$ cat config.mk
export PLATFORM = sky130hd
export DESIGN_NAME = display_frame_loader
export DESIGN_NICKNAME = d
export VERILOG_FILES = /design/src/rtl/display_frame_loader.sv
export SDC_FILE = /design/constraint.sdc
export NUM_CORES = 1
export LEC_CHECK = 0
export ABC_AREA = 1
export BUFFER_PORTS_ARGS = -buffer_cell sky130_fd_sc_hd__buf_2
export CORE_MARGIN = 2
export CORE_UTILIZATION = 50
export CTS_BUF_LIST = sky130_fd_sc_hd__clkbuf_8
export DETAILED_ROUTE_END_ITERATION = 10
export PLACE_DENSITY = 0.8
export SLEW_MARGIN = 15
export SYNTH_ARGS = -nofsm -noshare
export SYNTH_HDL_FRONTEND = slang
export SYNTH_SLANG_ARGS = --single-unit
$ cat constraint.sdc
create_clock -name clk -period 3.5 [get_ports clk]
set_input_delay 0.35 -clock clk [delete_from_list [all_inputs] [get_ports clk]]
set_output_delay 0.35 -clock clk [all_outputs]
set_load 0.01 [all_outputs]
$ cat src/rtl/display_frame_loader.sv
// Byte-stream to pixel loader for display_memory: packs {blue,green,red} from three
// accepted bytes, writes pixels in raster order, then toggles the bank select once per frame.
module display_frame_loader #(
  parameter int rows    = 8,
  parameter int columns = 32,
  parameter int width   = 24,
  localparam int RW = (rows > 1) ? $clog2(rows) : 1,
  localparam int CW = (columns > 1) ? $clog2(columns) : 1
) (
  input  logic             clk,
  input  logic             rst,
  input  logic             in_valid,
  output logic             in_ready,
  input  logic [7:0]       in_data,
  input  logic             in_first,
  output logic             mem_wen,
  output logic [RW-1:0]    mem_wrow,
  output logic [CW-1:0]    mem_wcol,
  output logic [width-1:0] mem_wdata,
  output logic             mem_flip,
  output logic             frame_done,
  output logic             busy,
  output logic [7:0]       err_count,
  output logic [1:0]       dbg_state
);

  // Handshake: a byte transfers on a rising clk edge where in_valid & in_ready are both high;
  // in_ready depends only on state, never on in_valid, and the source holds data until accepted.

  typedef enum logic [1:0] {
    S_IDLE = 2'd0,
    S_RECV = 2'd1,
    S_FLIP = 2'd2
  } state_t;

  localparam logic [RW-1:0] ROW_LAST = RW'(rows - 1);
  localparam logic [CW-1:0] COL_LAST = CW'(columns - 1);

  generate
    if (width != 24) begin : g_bad_width
      $error("display_frame_loader: width must be 24");
    end
  endgenerate

  state_t           r_state;
  state_t           w_next_state;
  logic [1:0]       r_idx;
  logic [RW-1:0]    r_row;
  logic [CW-1:0]    r_col;
  logic [7:0]       r_red;
  logic [7:0]       r_green;
  logic             r_wen;
  logic [RW-1:0]    r_wrow;
  logic [CW-1:0]    r_wcol;
  logic [width-1:0] r_wdata;
  logic             r_flip;
  logic             r_done;
  logic [7:0]       r_err;
  logic             w_accept;
  logic             w_last_pix;
  logic             w_ready;
  logic             w_busy;

  assign w_accept   = in_valid & w_ready;
  assign w_last_pix = (r_row == ROW_LAST) && (r_col == COL_LAST);

  // State register
  always_ff @(posedge clk or posedge rst) begin
    if (rst) begin
      r_state <= S_IDLE;
    end else begin
      r_state <= w_next_state;
    end
  end

  // Next-state logic
  always_comb begin
    w_next_state = r_state;
    case (r_state)
      S_IDLE: begin
        if (w_accept && in_first) w_next_state = S_RECV;
      end
      S_RECV: begin
        if (w_accept && !in_first && (r_idx == 2'd2) && w_last_pix) w_next_state = S_FLIP;
      end
      S_FLIP: begin
        w_next_state = S_IDLE;
      end
      default: begin
        w_next_state = S_IDLE;
      end
    endcase
  end

  // State-decoded outputs
  always_comb begin
    w_ready = 1'b1;
    w_busy  = 1'b0;
    case (r_state)
      S_IDLE: begin
        w_ready = 1'b1;
        w_busy  = 1'b0;
      end
      S_RECV: begin
        w_ready = 1'b1;
        w_busy  = 1'b1;
      end
      S_FLIP: begin
        w_ready = 1'b0;
        w_busy  = 1'b1;
      end
      default: begin
        w_ready = 1'b1;
        w_busy  = 1'b0;
      end
    endcase
  end

  // Pixel packing, raster counters, write port, flip and error counter
  always_ff @(posedge clk or posedge rst) begin
    if (rst) begin
      r_idx   <= 2'd0;
      r_row   <= '0;
      r_col   <= '0;
      r_red   <= 8'd0;
      r_green <= 8'd0;
      r_wen   <= 1'b0;
      r_wrow  <= '0;
      r_wcol  <= '0;
      r_wdata <= '0;
      r_flip  <= 1'b0;
      r_done  <= 1'b0;
      r_err   <= 8'd0;
    end else begin
      r_wen  <= 1'b0;
      r_done <= 1'b0;
      case (r_state)
        S_IDLE: begin
          if (w_accept && in_first) begin
            r_red <= in_data;
            r_idx <= 2'd1;
            r_row <= '0;
            r_col <= '0;
          end
        end
        S_RECV: begin
          if (w_accept) begin
            if (in_first) begin
              // Abort: restart at pixel (0,0); already-written pixels stay in the back bank.
              if (r_err != 8'hFF) r_err <= r_err + 8'd1;
              r_red <= in_data;
              r_idx <= 2'd1;
              r_row <= '0;
              r_col <= '0;
            end else begin
              case (r_idx)
                2'd0: begin
                  r_red <= in_data;
                  r_idx <= 2'd1;
                end
                2'd1: begin
                  r_green <= in_data;
                  r_idx   <= 2'd2;
                end
                default: begin
                  r_wen   <= 1'b1;
                  r_wrow  <= r_row;
                  r_wcol  <= r_col;
                  r_wdata <= {in_data, r_green, r_red};
                  r_idx   <= 2'd0;
                  if (r_col == COL_LAST) begin
                    r_col <= '0;
                    r_row <= r_row + RW'(1);
                  end else begin
                    r_col <= r_col + CW'(1);
                  end
                end
              endcase
            end
          end
        end
        S_FLIP: begin
          // The final pixel's write occupies this cycle; the bank swaps after it.
          r_flip <= ~r_flip;
          r_done <= 1'b1;
          r_row  <= '0;
          r_col  <= '0;
          r_idx  <= 2'd0;
        end
        default: begin
          r_idx <= 2'd0;
        end
      endcase
    end
  end

  assign in_ready   = w_ready;
  assign busy       = w_busy;
  assign mem_wen    = r_wen;
  assign mem_wrow   = r_wrow;
  assign mem_wcol   = r_wcol;
  assign mem_wdata  = r_wdata;
  assign mem_flip   = r_flip;
  assign frame_done = r_done;
  assign err_count  = r_err;
  assign dbg_state  = r_state;

endmodule

### Word level (Yosys, flattened, before mapping)

Index checks and enable logic that the tools add are counted.
W data, S select, Z words.

* bitwise operators: 4
* $add $sub $neg: 3
* multiplexer cells: 31
* reduce and logical (&&, ||, !) cells: 20
* equal/unequal tests: 13

Operators by type and width (number)
* $mux W8: 4
* $mux W5: 5
* $reduce_and A4 Y1: 5
* $pmux W8 S2: 1
* $mux W3: 5
* $pmux W5 S3: 1
* $pmux W2 S2: 3
* $pmux W3 S3: 1
* $add A8 B1 Y8 const B: 1
* $mux W2: 4
* $ne A8 B8 Y1 const B: 1
* $mux W1: 7
* $ne A2 B2 Y1 const B: 3
* $ne A3 B3 Y1 const B: 2
* $add A5 B1 Y5 const B: 1
* $eq A5 B5 Y1 const B: 1
* $logic_and A1 B1 Y1: 5
* $reduce_and A5 Y1: 1
* $eq A2 B1 Y1 const B: 2
* $eq A2 B2 Y1 const B: 2
* $logic_not A2 Y1: 2
* $reduce_and A2 Y1: 2
* $reduce_or A2 Y1: 2
* $add A3 B1 Y3 const B: 1
* 7 further kinds: 9

* bits in registers: 71
* output and inout bits: 47
* input bits: 12
* logic and storage cells: 84

### Depth between registers and ports, before layout

Gate-level depths: netlist of the first run.

* word-level depth: 8
* depth in mapped cells: 11
* gate-level depth less buffers: 11

### Worst setup path before layout of the first run

OpenSTA, ideal clock, no wires.

* path type: reg-to-reg
* start point: reg r_state[0] (netlist: dbg_state[0])
* end point: reg r_wdata[10] (netlist: mem_wdata[10])
* library setup time: 126 ps
* path slack: 1869 ps
* cell stages (with the launch flop): 9
* clock period less this slack: 1631 ps
* arrival: 1505 ps
* path buffers: 2
* required time: 3374 ps
* cell sequence: dfrtp_1 -> inv_1 -> ha_1 -> inv_2 -> nand2_1 -> nor3_2 -> buf_6 -> buf_2 -> o21ai_0

* longest elaborated chain between the ends: 4
* elaborated cells on any way between the ends: 5
* classes of those cells: eq/ne (2); mux (1); bitwise (1); reduce/logical (1)

RTL lines
* start, declared: line 45 `state_t r_state;`
* start signal, assigned: line 72 `r_state <= w_next_state;`
* $eq A2 B2 Y1: line 99 `case (r_state)`
* $mux W1: line 99
* named net in_ready: line 13 `output logic in_ready,`
* $and A1 B1 Y1: line 64 `assign w_accept = in_valid & w_ready;`
* $reduce_and A4 Y1 (no source line)
* end signal, assigned: line 169 `r_wdata <= {in_data, r_green, r_red};`
* end, declared: line 55 `logic [width-1:0] r_wdata;`

The timed path passes the listed nets, and every way through them passes these cells.
A chain may end at the register's enable or synchronous reset.

### Worst setup path in the final report of the first run

* start point: reg r_state[0] (netlist: dbg_state[0])
* end point: reg r_wdata[20] (netlist: mem_wdata[20])

* longest elaborated chain between the ends: 4
* elaborated cells on any way between the ends: 5
* classes of those cells: eq/ne (2); mux (1); bitwise (1); reduce/logical (1)

RTL lines (line)
* $eq A2 B2 Y1: 99
* $mux W1: 99
* $and A1 B1 Y1: 64
* $reduce_and A4 Y1 (no source line) *

Every way passes the cells marked *; elsewhere a longest branch is shown, timed or not.

==> results of run 1 <==
-- synthesized netlist by cell type (all sizes together) --
master / n
a21oi: 15
buf: 11
clkbuf: 1
dfrtp: 71
ha: 9
inv: 49
nand2: 90
nand3: 17
nand3b: 2
nand4: 2
nor2: 31
nor3: 1
o21ai: 44
o22ai: 1
or2: 1
xnor2: 5
xor2: 1
-- where the power goes --
part / total [mW] / switching [mW] / internal [mW] / leakage (nW)
clock: 0.649 / 0.317 / 0.331 / 0.101
sequential: 1.37 / 0.204 / 1.16 / 0.893
combinational: 1.17 / 0.728 / 0.444 / 0.970
total: 3.19 / 1.25 / 1.94 / 1.96
-- cell type report --
| class | instances | area (um2) |
|---|---|---|
| Timing Repair Buffer | 61 | 312.8 |
| Inverter | 49 | 186.4 |
| Clock inverter | 7 | 72.57 |
| Multi-Input combinational cell | 219 | 1165 |
| Fill cell | 571 | 2544 |
| Sequential cell | 71 | 1777 |
| Clock buffer | 9 | 123.9 |
| Tap cell | 77 | 96.34 |
-- routing by layer --
metal  vias up  GRT usage (%)
met5         -              0
met4         0          8.651
met3         8          4.228
met2        58          31.31
met1      1158          25.42
li1       1223              -
-- flip-flops by register name, indices dropped and copies added (netlist names) --
| signal | count |
|---|---|
| r_red | 8 |
| dbg_state | 2 |
| mem_wen | 1 |
| mem_wdata | 24 |
| mem_flip | 1 |
| mem_wrow | 3 |
| err_count | 8 |
| mem_wcol | 5 |
| r_green | 8 |
| frame_done | 1 |
| r_col | 5 |
| r_row | 3 |
| r_idx | 2 |
-- how the worst min path moves through the flow --
stage / startpoint / to / slack, ps / depth (start not counted)
finish: rst / mem_wdata[16] / 70 / 2
global route: rst / mem_wdata[21] / 120 / 2
CTS: rst / err_count[0] / 90 / 2
detailed placement: mem_flip / mem_flip / 470 / 1
global placement: mem_flip / mem_flip / 450 / 1
floorplan: r_red[0] / mem_wdata[0] / 450 / 2
-- cells by family (layout without fill, tap and decap cells) --
logic type               Yosys count  count (layout)
adder cells (fa/ha/maj)            9               9
buffers and inverters             61             126
AO/OA/AOI/OAI                     60              60
XOR/XNOR                           6               6
flip-flops                        71              71
AND/OR/NAND/NOR                  144             144
-- metrics by stage --
step                      hold WS [ps]  instance area, um2  cells  power, mW
after detailed placement         467.6                3537    477      2.559
final                            73.89                3734    493      3.187
after global placement           454.7                3537    477      2.502
after floorplan                  446.8                3226    351      2.186
after CTS                        89.89                3734    493      3.217
after global routing             123.8                3734    493      3.451
==> impl_metrics.sql, run 1 <==
INSERT INTO impl_metrics (metric_group, metric, value, unit) VALUES
('routing', 'drtPass1Iterations', '4', ''),
('placed_design', 'gp_routability_congestion', '0.8018', ''),
('finish', 'final_cell_mix', '87 x sky130_fd_sc_hd__nand2_1, 71 x sky130_fd_sc_hd__dfrtp_1, 58 x sky130_fd_sc_hd__buf_2', ''),
('sta', 'timing.max_slew.rel_slack', '58.66', '%'),
('routing', 'highest_layer', 'met4', ''),
('routing', 'avgViaCountPerCell', '4.963', ''),
('routing', 'detailedRoute.firstIterationViolations', '94', ''),
('cts', 'clock_latency', '350', 'ps'),
('yosys', 'adder_and_majority_gate_portion_of_the_synthesized_area', '3.491', '%'),
('setup_path', 'crit_path_top_delay_cell', 'sky130_fd_sc_hd__buf_4', ''),
('setup_path', 'stage_delay_of_the_slowest_cell_on_the_critical_path', '490', 'ps'),
('setup_path', 'critical_path.max_fanout', '65', ''),
('finish', 'antenna_cells_inserted', '0', ''),
('setup_path', 'ff2ff_path_depth', '8', ''),
('sta', 'min_period', '1989', 'ps'),
('finish', 'final_util', '59.48', '%'),
('placed_design', 'port-buffer-count', '58', ''),
('floorplan', 'floorplan.io_pins', '59', ''),
('setup_path', 'crit_arrival', '2260', 'ps'),
('sta', 'fmax', '0.5028', 'GHz'),
('sta', 'timing.final.hold_violations', '0', ''),
('sta', 'fin_tns_setup', '0', 'ps'),
('cts', 'cts.clk_slew.worst_paths', '80', 'ps'),
('sta', 'final_min_period_over_clock_period', '56.83', '%'),
('routing', 'route.final.wire_length', '6.373', 'mm'),
('routing', 'final_antenna_net_count', '0', ''),
('yosys', 'post_synth_instance_area', '0.003226', 'mm2'),
('routing', 'wl_met3', '271', 'um'),
('yosys', 'sequential_to_total_area_share_from_yosys_stat', '55.08', '%'),
('cts', 'cts_resized', '0', ''),
('cts', 'postCtsHoldBufs', '0', ''),
('cts', 'tritoncts_num_sinks', '71', ''),
('sta', 'smallest_setup_slack_after_layout', '1511', 'ps'),
('finish', 'fin_nets', '432', ''),
('setup_path', 'endpoint_kind_of_the_worst_setup_timing_path', 'flip-flop', ''),
('yosys', 'ys_top_cells_by_area', 'sky130_fd_sc_hd__dfrtp_1 55%, sky130_fd_sc_hd__nand2_1 10%, sky130_fd_sc_hd__o21ai_0 5.4%', ''),
('setup_path', 'timing.critical_path.max_delay_family', 'buffers and inverters', ''),
('cts', 'cts_buffers', '9', ''),
('yosys', 'synth.yosys.warnings', '0', ''),
('routing', 'drt-wirelength-per-cell', '12.93', 'um'),
('setup_path', 'rr_endpoint', 'mem_wdata[20]', ''),
('routing', 'route.vias.total', '2447', ''),
('setup_path', 'timing_worst_setup_path_type', 'reg -> reg', ''),
('global_routing', 'number_of_antenna_violations_at_the_first_check_in_global_routing', '0', ''),
('placed_design', 'preCtsSetupSlack', '1524', 'ps'),
('yosys', 'synth_top_family_by_area', 'simple AND/OR/NAND/NOR gates', ''),
('routing', 'met1_length', '2.876', 'mm'),
('yosys', 'netlist.top_cell.by_area', 'sky130_fd_sc_hd__dfrtp_1', ''),
('floorplan', 'row_count', '29', ''),
('setup_path', 'crit_path_start', 'dbg_state[0]', ''),
('global_routing', 'grt_max_degree', '66', ''),
('routing', 'wl_met2', '3.130', 'mm'),
('cts', 'ctsHtreeMaxLevel', '3', ''),
('setup_path', 'crit_path_cell_trace', 'inv_1 > ha_1 > inv_2 > nand2_1 > nor3_4 > buf_4 > nor2_1 > a21oi_1', ''),
('finish', 'area_growth_syn_to_layout', '15.75', '%'),
('setup_path', 'startpoint_type', 'flip-flop', ''),
('job', 'drv_cap', '0', ''),
('floorplan', 'design.core.area', '0.006277', 'mm2'),
('setup_path', 'reg2reg_slack', '1510', 'ps'),
('global_routing', 'grt_usage', '19.45', '%'),
('yosys', 'ys_seq_elements', '71', ''),
('sta', 'setup_viol_count_final', '0', ''),
('outcome', 'status', 'completed', ''),
('yosys', 'syn-num-nets', '372', ''),
('cts', 'clockBufferDepth', '2', ''),
('cts', 'cts_tree', 'done', ''),
('finish', 'most_common_cell_after_layout_fill_and_taps_aside', 'sky130_fd_sc_hd__nand2_1', ''),
('global_routing', 'grt_first_pass_wirelength', '10.95', 'mm'),
('power', 'power_density', '853.7', 'mW/mm2'),
('global_routing', 'grt_remaining_overflow', '0', ''),
('cts', 'clockRootBuffer', 'sky130_fd_sc_hd__clkbuf_8', '');
(Power assumes the default switching activity.)
==> run 2: changes to the inputs <==
Clock period 3.5 ns to 1.85 ns, I/O delays scaled along.
==> run 2 against run 1 <==
Largest power group unchanged; clock skew is 6.1 ps higher; worst setup slack worse by 1400 ps; fmax is 15% higher; count of clock-buffer cells in the layout stayed put; flip-flop and latch count stayed put; clock power is 79% higher; wire length is 0.75% higher; largest cell class unchanged; total power is 93% higher; via count is 1.3% higher.
==> impl_metrics.sql, run 2 (same netlist as run 1, synthesis figures left out) <==
INSERT INTO impl_metrics (metric_group, metric, value, unit) VALUES
('setup_path', 'critical_path_required', '2120', 'ps'),
('placed_design', 'place.detailed.instances', '479', ''),
('finish', 'largest_reg_flops', '24', ''),
('global_routing', 'grt_first_pass_wirelength', '10.55', 'mm'),
('floorplan', 'row_count', '29', ''),
('power', 'static-leakage-power', '2.011', 'nW'),
('finish', 'final_design_area_no_fill', '0.003874', 'mm2'),
('global_routing', 'number_of_antenna_violations_at_the_first_check_in_global_routing', '0', ''),
('sta', 'min_period', '1723', 'ps'),
('floorplan', 'die-width', '84.32', 'um'),
('finish', 'most_common_cell_after_layout_fill_and_taps_aside', 'sky130_fd_sc_hd__nand2_1', ''),
('routing', 'drt-wirelength-per-cell', '12.71', 'um'),
('finish', 'drive_gt1_share', '27.34', '%'),
('routing', 'detailedRoute.firstIterationViolations', '189', ''),
('finish', 'fin_nets', '444', ''),
('sta', 'worst_pin_slew', '448.0', 'ps'),
('cts', 'clockBufferDepth', '2', ''),
('global_routing', 'grt_max_degree', '54', ''),
('min_path', 'hp-class', 'in -> reg', ''),
('sta', 'timing.final.hold_violations', '0', ''),
('routing', 'drc_errors', '0', ''),
('global_routing', 'grt_usage', '18.44', '%'),
('setup_path', 'startpoint_type', 'flip-flop', ''),
('placed_design', 'gp_routability_congestion', '0.8408', ''),
('setup_path', 'critical_path.max_fanout', '34', ''),
('finish', 'area_growth_syn_to_layout', '20.09', '%'),
('power', 'power_density', '1591', 'mW/mm2'),
('routing', 'drtPass1Iterations', '4', ''),
('finish', 'stdcell_count', '505', ''),
('setup_path', 'crit_path_top_delay_cell', 'sky130_fd_sc_hd__dfrtp_1', ''),
('routing', 'route.final.wire_length', '6.421', 'mm'),
('floorplan', 'die_outline_height', '84.32', 'um'),
('sta', 'fmax', '0.5803', 'GHz'),
('cts', 'cts.clk_slew.worst_paths', '80', 'ps'),
('placed_design', 'post_dp_cell_area', '0.003593', 'mm2'),
('finish', 'final_cell_mix', '85 x sky130_fd_sc_hd__nand2_1, 71 x sky130_fd_sc_hd__dfrtp_1, 58 x sky130_fd_sc_hd__buf_2', ''),
('power', 'vdd.ir_drop.worst', '876.5', 'uV'),
('global_routing', 'grt_remaining_overflow', '0', ''),
('floorplan', 'design.core.area', '0.006277', 'mm2'),
('routing', 'route.vias.total', '2480', ''),
('routing', 'final_antenna_net_count', '0', ''),
('setup_path', 'stage_delay_of_the_slowest_cell_on_the_critical_path', '440', 'ps'),
('power', 'total_power', '6.162', 'mW'),
('cts', 'cts_tree', 'done', ''),
('cts', 'ctsHtreeMaxLevel', '3', ''),
('floorplan', 'floorplan.io_pins', '59', ''),
('cts', 'clockRootBuffer', 'sky130_fd_sc_hd__clkbuf_8', ''),
('routing', 'avgViaCountPerCell', '4.911', ''),
('job', 'drv_cap', '0', ''),
('finish', 'final_util', '61.71', '%'),
('floorplan', 'start_util', '51.39', '%'),
('placed_design', 'port-buffer-count', '58', ''),
('global_routing', 'first_global_vias', '2287', ''),
('finish', 'antenna_cells_inserted', '0', ''),
('setup_path', 'crit_arrival', '1990', 'ps'),
('setup_path', 'timing_worst_setup_path_type', 'reg -> reg', ''),
('cts', 'tritoncts_num_sinks', '71', ''),
('sta', 'timing_max_transition_violations_final', '0', ''),
('sta', 'final_min_period_over_clock_period', '93.14', '%'),
('sta', 'final.setup_skew', '14.81', 'ps'),
('sta', 'timing.max_slew.rel_slack', '70.07', '%'),
('floorplan', 'floorplan.die_area', '0.007110', 'mm2'),
('setup_path', 'crit_path_cell_trace', 'inv_1 > ha_2 > inv_4 > nor3_4 > buf_12 > nor2_1 > a21oi_1', ''),
('sta', 'setup_viol_count_final', '0', ''),
('placed_design', 'post-dp-hpwl', '4.488', 'mm'),
('setup_path', 'endpoint_kind_of_the_worst_setup_timing_path', 'flip-flop', ''),
('outcome', 'status', 'completed', ''),
('cts', 'cts_buffers', '9', ''),
('cts', 'clock_latency', '350', 'ps');
## run 2: changes by cell type in the layout (fill, tap and decap cells not counted), sizes merged
cell         before  now
buf              61   71
nand3            17   18
clkinv            2    1
clkinvlp          1    3
dlygate4sd3       0    1
bufinv            1    0
## run 2: worst paths after layout
| kind | slack, ps | start | depth (start not counted) | endpoint |
|---|---|---|---|---|
| min | 70 | in_data[4] | 3 | r_red[4] |
| max in group asynchronous | 860 | rst | 4 | r_idx[1] |
| min reg2reg | 470 | mem_flip | 1 | mem_flip |
| max reg2reg | 130 | dbg_state[1] | 7 | mem_wcol[4] |
| max | 130 | dbg_state[1] | 7 | mem_wcol[4] |
| min in group asynchronous | 390 | rst | 3 | r_row[1] |
## run 2: cell type report
class / count / area, um2
Inverter: 49 / 190.2
Tap cell: 77 / 96.34
Fill cell: 515 / 2404
Clock buffer: 9 / 123.9
Timing Repair Buffer: 72 / 435.4
Clock inverter: 7 / 61.31
Sequential cell: 71 / 1777
Multi-Input combinational cell: 220 / 1190
## run 2: stage by stage
stage          setup TNS [ps]  setup WS [ps]  hold WS, ps
3_3_place_gp                0          99.49        217.1
3_5_place_dp                0          7.508        224.6
2_1_floorplan               0          219.0        301.9
5_1_grt                -3.615         -3.615        63.46
4_1_cts                     0          5.639        67.05
6_report                    0          126.8        74.18
## run 2: metal layers
layer	GRT usage (%)	wire (um)
met3	4.523	339
met2	27.92	2940
met1	25.68	3028
met4	7.478	112
met5	0	0
## run 2: where the power goes
group	total [mW]	switching, mW	internal (mW)
combinational	2.42	1.42	0.995
clock	1.16	0.648	0.512
sequential	2.59	0.390	2.20
## run 2: timing repair
item	4_1_cts	5_1_grt
resized for setup	0	5
hold buffers	1	0
buffers inserted	4	4
hold endpoints to repair	18	0
gates cloned	0	1
setup endpoints to repair	1	60
pin swaps	1	2
## run 2: critical path: cells and delay by family, from the launching register on
family                     cells  cell delay [ps]
adders and majority gates      1              290
and+or+nand+nor                2              390
DFF                            1              440
AOI/OAI and AO/OA              1              120
buffers and inverters          3              390
==> run 3: changes to the inputs <==
Settings changed: PLACE_DENSITY 0.8 to 0.82, RECOVER_POWER set to 50.
==> run 3 against run 2 <==
Sequential power is essentially flat; total power up 0.48%; sequential share of layout area rose by 0.86 points; critical endpoint is now r_red[0]; largest cell class unchanged.
==> impl_metrics.sql, run 3 (same netlist as run 1, synthesis figures left out) <==
INSERT INTO impl_metrics (metric_group, metric, value, unit) VALUES
('outcome', 'status', 'completed', ''),
('floorplan', 'design.core.area', '0.006277', 'mm2'),
('sta', 'final_min_period_over_clock_period', '94.15', '%'),
('power', 'static-leakage-power', '1.929', 'nW'),
('routing', 'final_antenna_net_count', '0', ''),
('cts', 'cts.clk_slew.worst_paths', '80', 'ps'),
('sta', 'holdWs', '79.66', 'ps'),
('placed_design', 'place.detailed.instances', '479', ''),
('sta', 'smallest_setup_slack_after_layout', '108.1', 'ps'),
('global_routing', 'first_global_vias', '2364', ''),
('routing', 'route.vias.total', '2461', ''),
('floorplan', 'start_util', '51.39', '%'),
('finish', 'register_area', '0.001778', 'mm2'),
('sta', 'fmax', '0.5741', 'GHz'),
('sta', 'worst_pin_slew', '949.7', 'ps'),
('finish', 'final_util', '60.61', '%'),
('setup_path', 'crit_arrival', '1970', 'ps'),
('job', 'drv_cap', '0', ''),
('sta', 'timing.max_slew.rel_slack', '36.68', '%'),
('global_routing', 'grt_remaining_overflow', '0', ''),
('routing', 'avgViaCountPerCell', '4.922', ''),
('sta', 'timing_max_transition_violations_final', '0', ''),
('cts', 'clock_latency', '340', 'ps'),
('finish', 'fill_cells', '547', ''),
('finish', 'final_cell_mix', '86 x sky130_fd_sc_hd__nand2_1, 70 x sky130_fd_sc_hd__dfrtp_1, 45 x sky130_fd_sc_hd__inv_1', ''),
('routing', 'drt-wirelength-per-cell', '12.32', 'um'),
('finish', 'antenna_cells_inserted', '0', ''),
('floorplan', 'floorplan.die_area', '0.007110', 'mm2'),
('sta', 'min_period', '1742', 'ps'),
('power', 'vdd.ir_drop.worst', '950.4', 'uV'),
('setup_path', 'endpoint_kind_of_the_worst_setup_timing_path', 'flip-flop', ''),
('cts', 'cts_tree', 'done', ''),
('placed_design', 'post-dp-hpwl', '4.292', 'mm'),
('setup_path', 'critical_path_required', '2070', 'ps'),
('global_routing', 'grt_first_pass_wirelength', '10.65', 'mm'),
('routing', 'detailedRoute.firstIterationViolations', '152', ''),
('cts', 'clockBufferDepth', '2', ''),
('floorplan', 'die_outline_height', '84.32', 'um'),
('finish', 'most_common_cell_after_layout_fill_and_taps_aside', 'sky130_fd_sc_hd__nand2_1', ''),
('finish', 'stdcell_count', '500', ''),
('sta', 'setup_viol_count_final', '0', ''),
('finish', 'multiInputGateArea', '0.001170', 'mm2'),
('floorplan', 'row_count', '29', ''),
('setup_path', 'critical_path.max_fanout', '6', ''),
('setup_path', 'startpoint_type', 'flip-flop', ''),
('sta', 'timing.final.hold_violations', '0', ''),
('global_routing', 'grt_usage', '18.71', '%'),
('placed_design', 'gp_routability_congestion', '0.7762', ''),
('power', 'power_density', '1627', 'mW/mm2'),
('cts', 'tritoncts_num_sinks', '71', ''),
('cts', 'ctsHtreeMaxLevel', '3', ''),
('placed_design', 'preCtsSetupSlack', '-35.26', 'ps'),
('routing', 'drtPass1Iterations', '5', ''),
('routing', 'route.final.wire_length', '6.158', 'mm'),
('global_routing', 'number_of_antenna_violations_at_the_first_check_in_global_routing', '0', ''),
('sta', 'fin_tns_setup', '0', 'ps'),
('setup_path', 'timing_worst_setup_path_type', 'reg -> reg', ''),
('floorplan', 'floorplan.io_pins', '59', ''),
('finish', 'drive_gt1_share', '21.28', '%'),
('sta', 'final.setup_skew', '11.70', 'ps'),
('routing', 'drc_errors', '0', ''),
('min_path', 'hp-class', 'in -> reg', ''),
('global_routing', 'grt_max_degree', '72', ''),
('floorplan', 'die-width', '84.32', 'um'),
('finish', 'area_growth_syn_to_layout', '17.96', '%'),
('finish', 'fin_nets', '439', ''),
('cts', 'cts_buffers', '9', ''),
('finish', 'largest_reg_flops', '24', ''),
('cts', 'clockRootBuffer', 'sky130_fd_sc_hd__clkbuf_8', ''),
('placed_design', 'port-buffer-count', '58', '');
-- run 3: area by class of cell --
| type | count | area share (%) |
|---|---|---|
| clock inverter | 6 | 1.776 |
| clock buffer | 10 | 3.617 |
| timing repair buffer | 68 | 9.602 |
| multi-input combinational | 219 | 30.75 |
| sequential | 71 | 46.73 |
| tap | 77 | 2.532 |
| inverter | 49 | 4.998 |
-- run 3: worst max-delay path, stage by stage (launching register included) --
cell	delay (ps)
sky130_fd_sc_hd__dfrtp_2	420
sky130_fd_sc_hd__buf_4	150
sky130_fd_sc_hd__ha_1	250
sky130_fd_sc_hd__buf_4	180
sky130_fd_sc_hd__nand2_1	110
sky130_fd_sc_hd__o22ai_2	110
sky130_fd_sc_hd__buf_4	170
sky130_fd_sc_hd__o21ai_0	170
sky130_fd_sc_hd__nand2_1	70
-- run 3: timing repair --
item,CTS,global route
hold buffers,1,0
setup endpoints to repair,3,51
resized for setup,0,3
cloned,0,0
setup buffers,3,1
pin swaps,1,1
endpoints found under the hold margin,71,0
-- run 3: per-layer routing --
layer	part of all wire [%]	GRT usage, %	vias to the layer above
met2	47	30.23	56
li1	-	-	1233
met1	46	24.85	1162
met4	1.7	7.478	0
met5	0	0	-
met3	4.5	3.933	10
-- run 3: worst paths after layout --
| check | from | end | slack, ps | cells past startpoint |
|---|---|---|---|---|
| setup / recovery | dbg_state[0] | r_red[0] | 110 | 8 |
| hold / removal | in_data[0] | r_red[0] | 80 | 3 |
| setup reg to reg | dbg_state[0] | r_red[0] | 110 | 8 |
| hold reg to reg | mem_flip | mem_flip | 470 | 1 |
| max in group asynchronous | rst | dbg_state[0] | 480 | 4 |
| min in group asynchronous | rst | err_count[0] | 720 | 4 |
-- run 3: where the power goes --
part           switching, mW  internal [mW]
registers              0.389           2.20
clock network          0.582          0.663
logic                   1.41          0.943
-- run 3: metrics by stage --
step                instance area [um2]  total power [mW]
detailed placement                 3581             4.883
finish                             3805             6.192
global route                       3805             6.684
global placement                   3581             4.793
floorplan                          3229             4.136
CTS                                3831             6.286
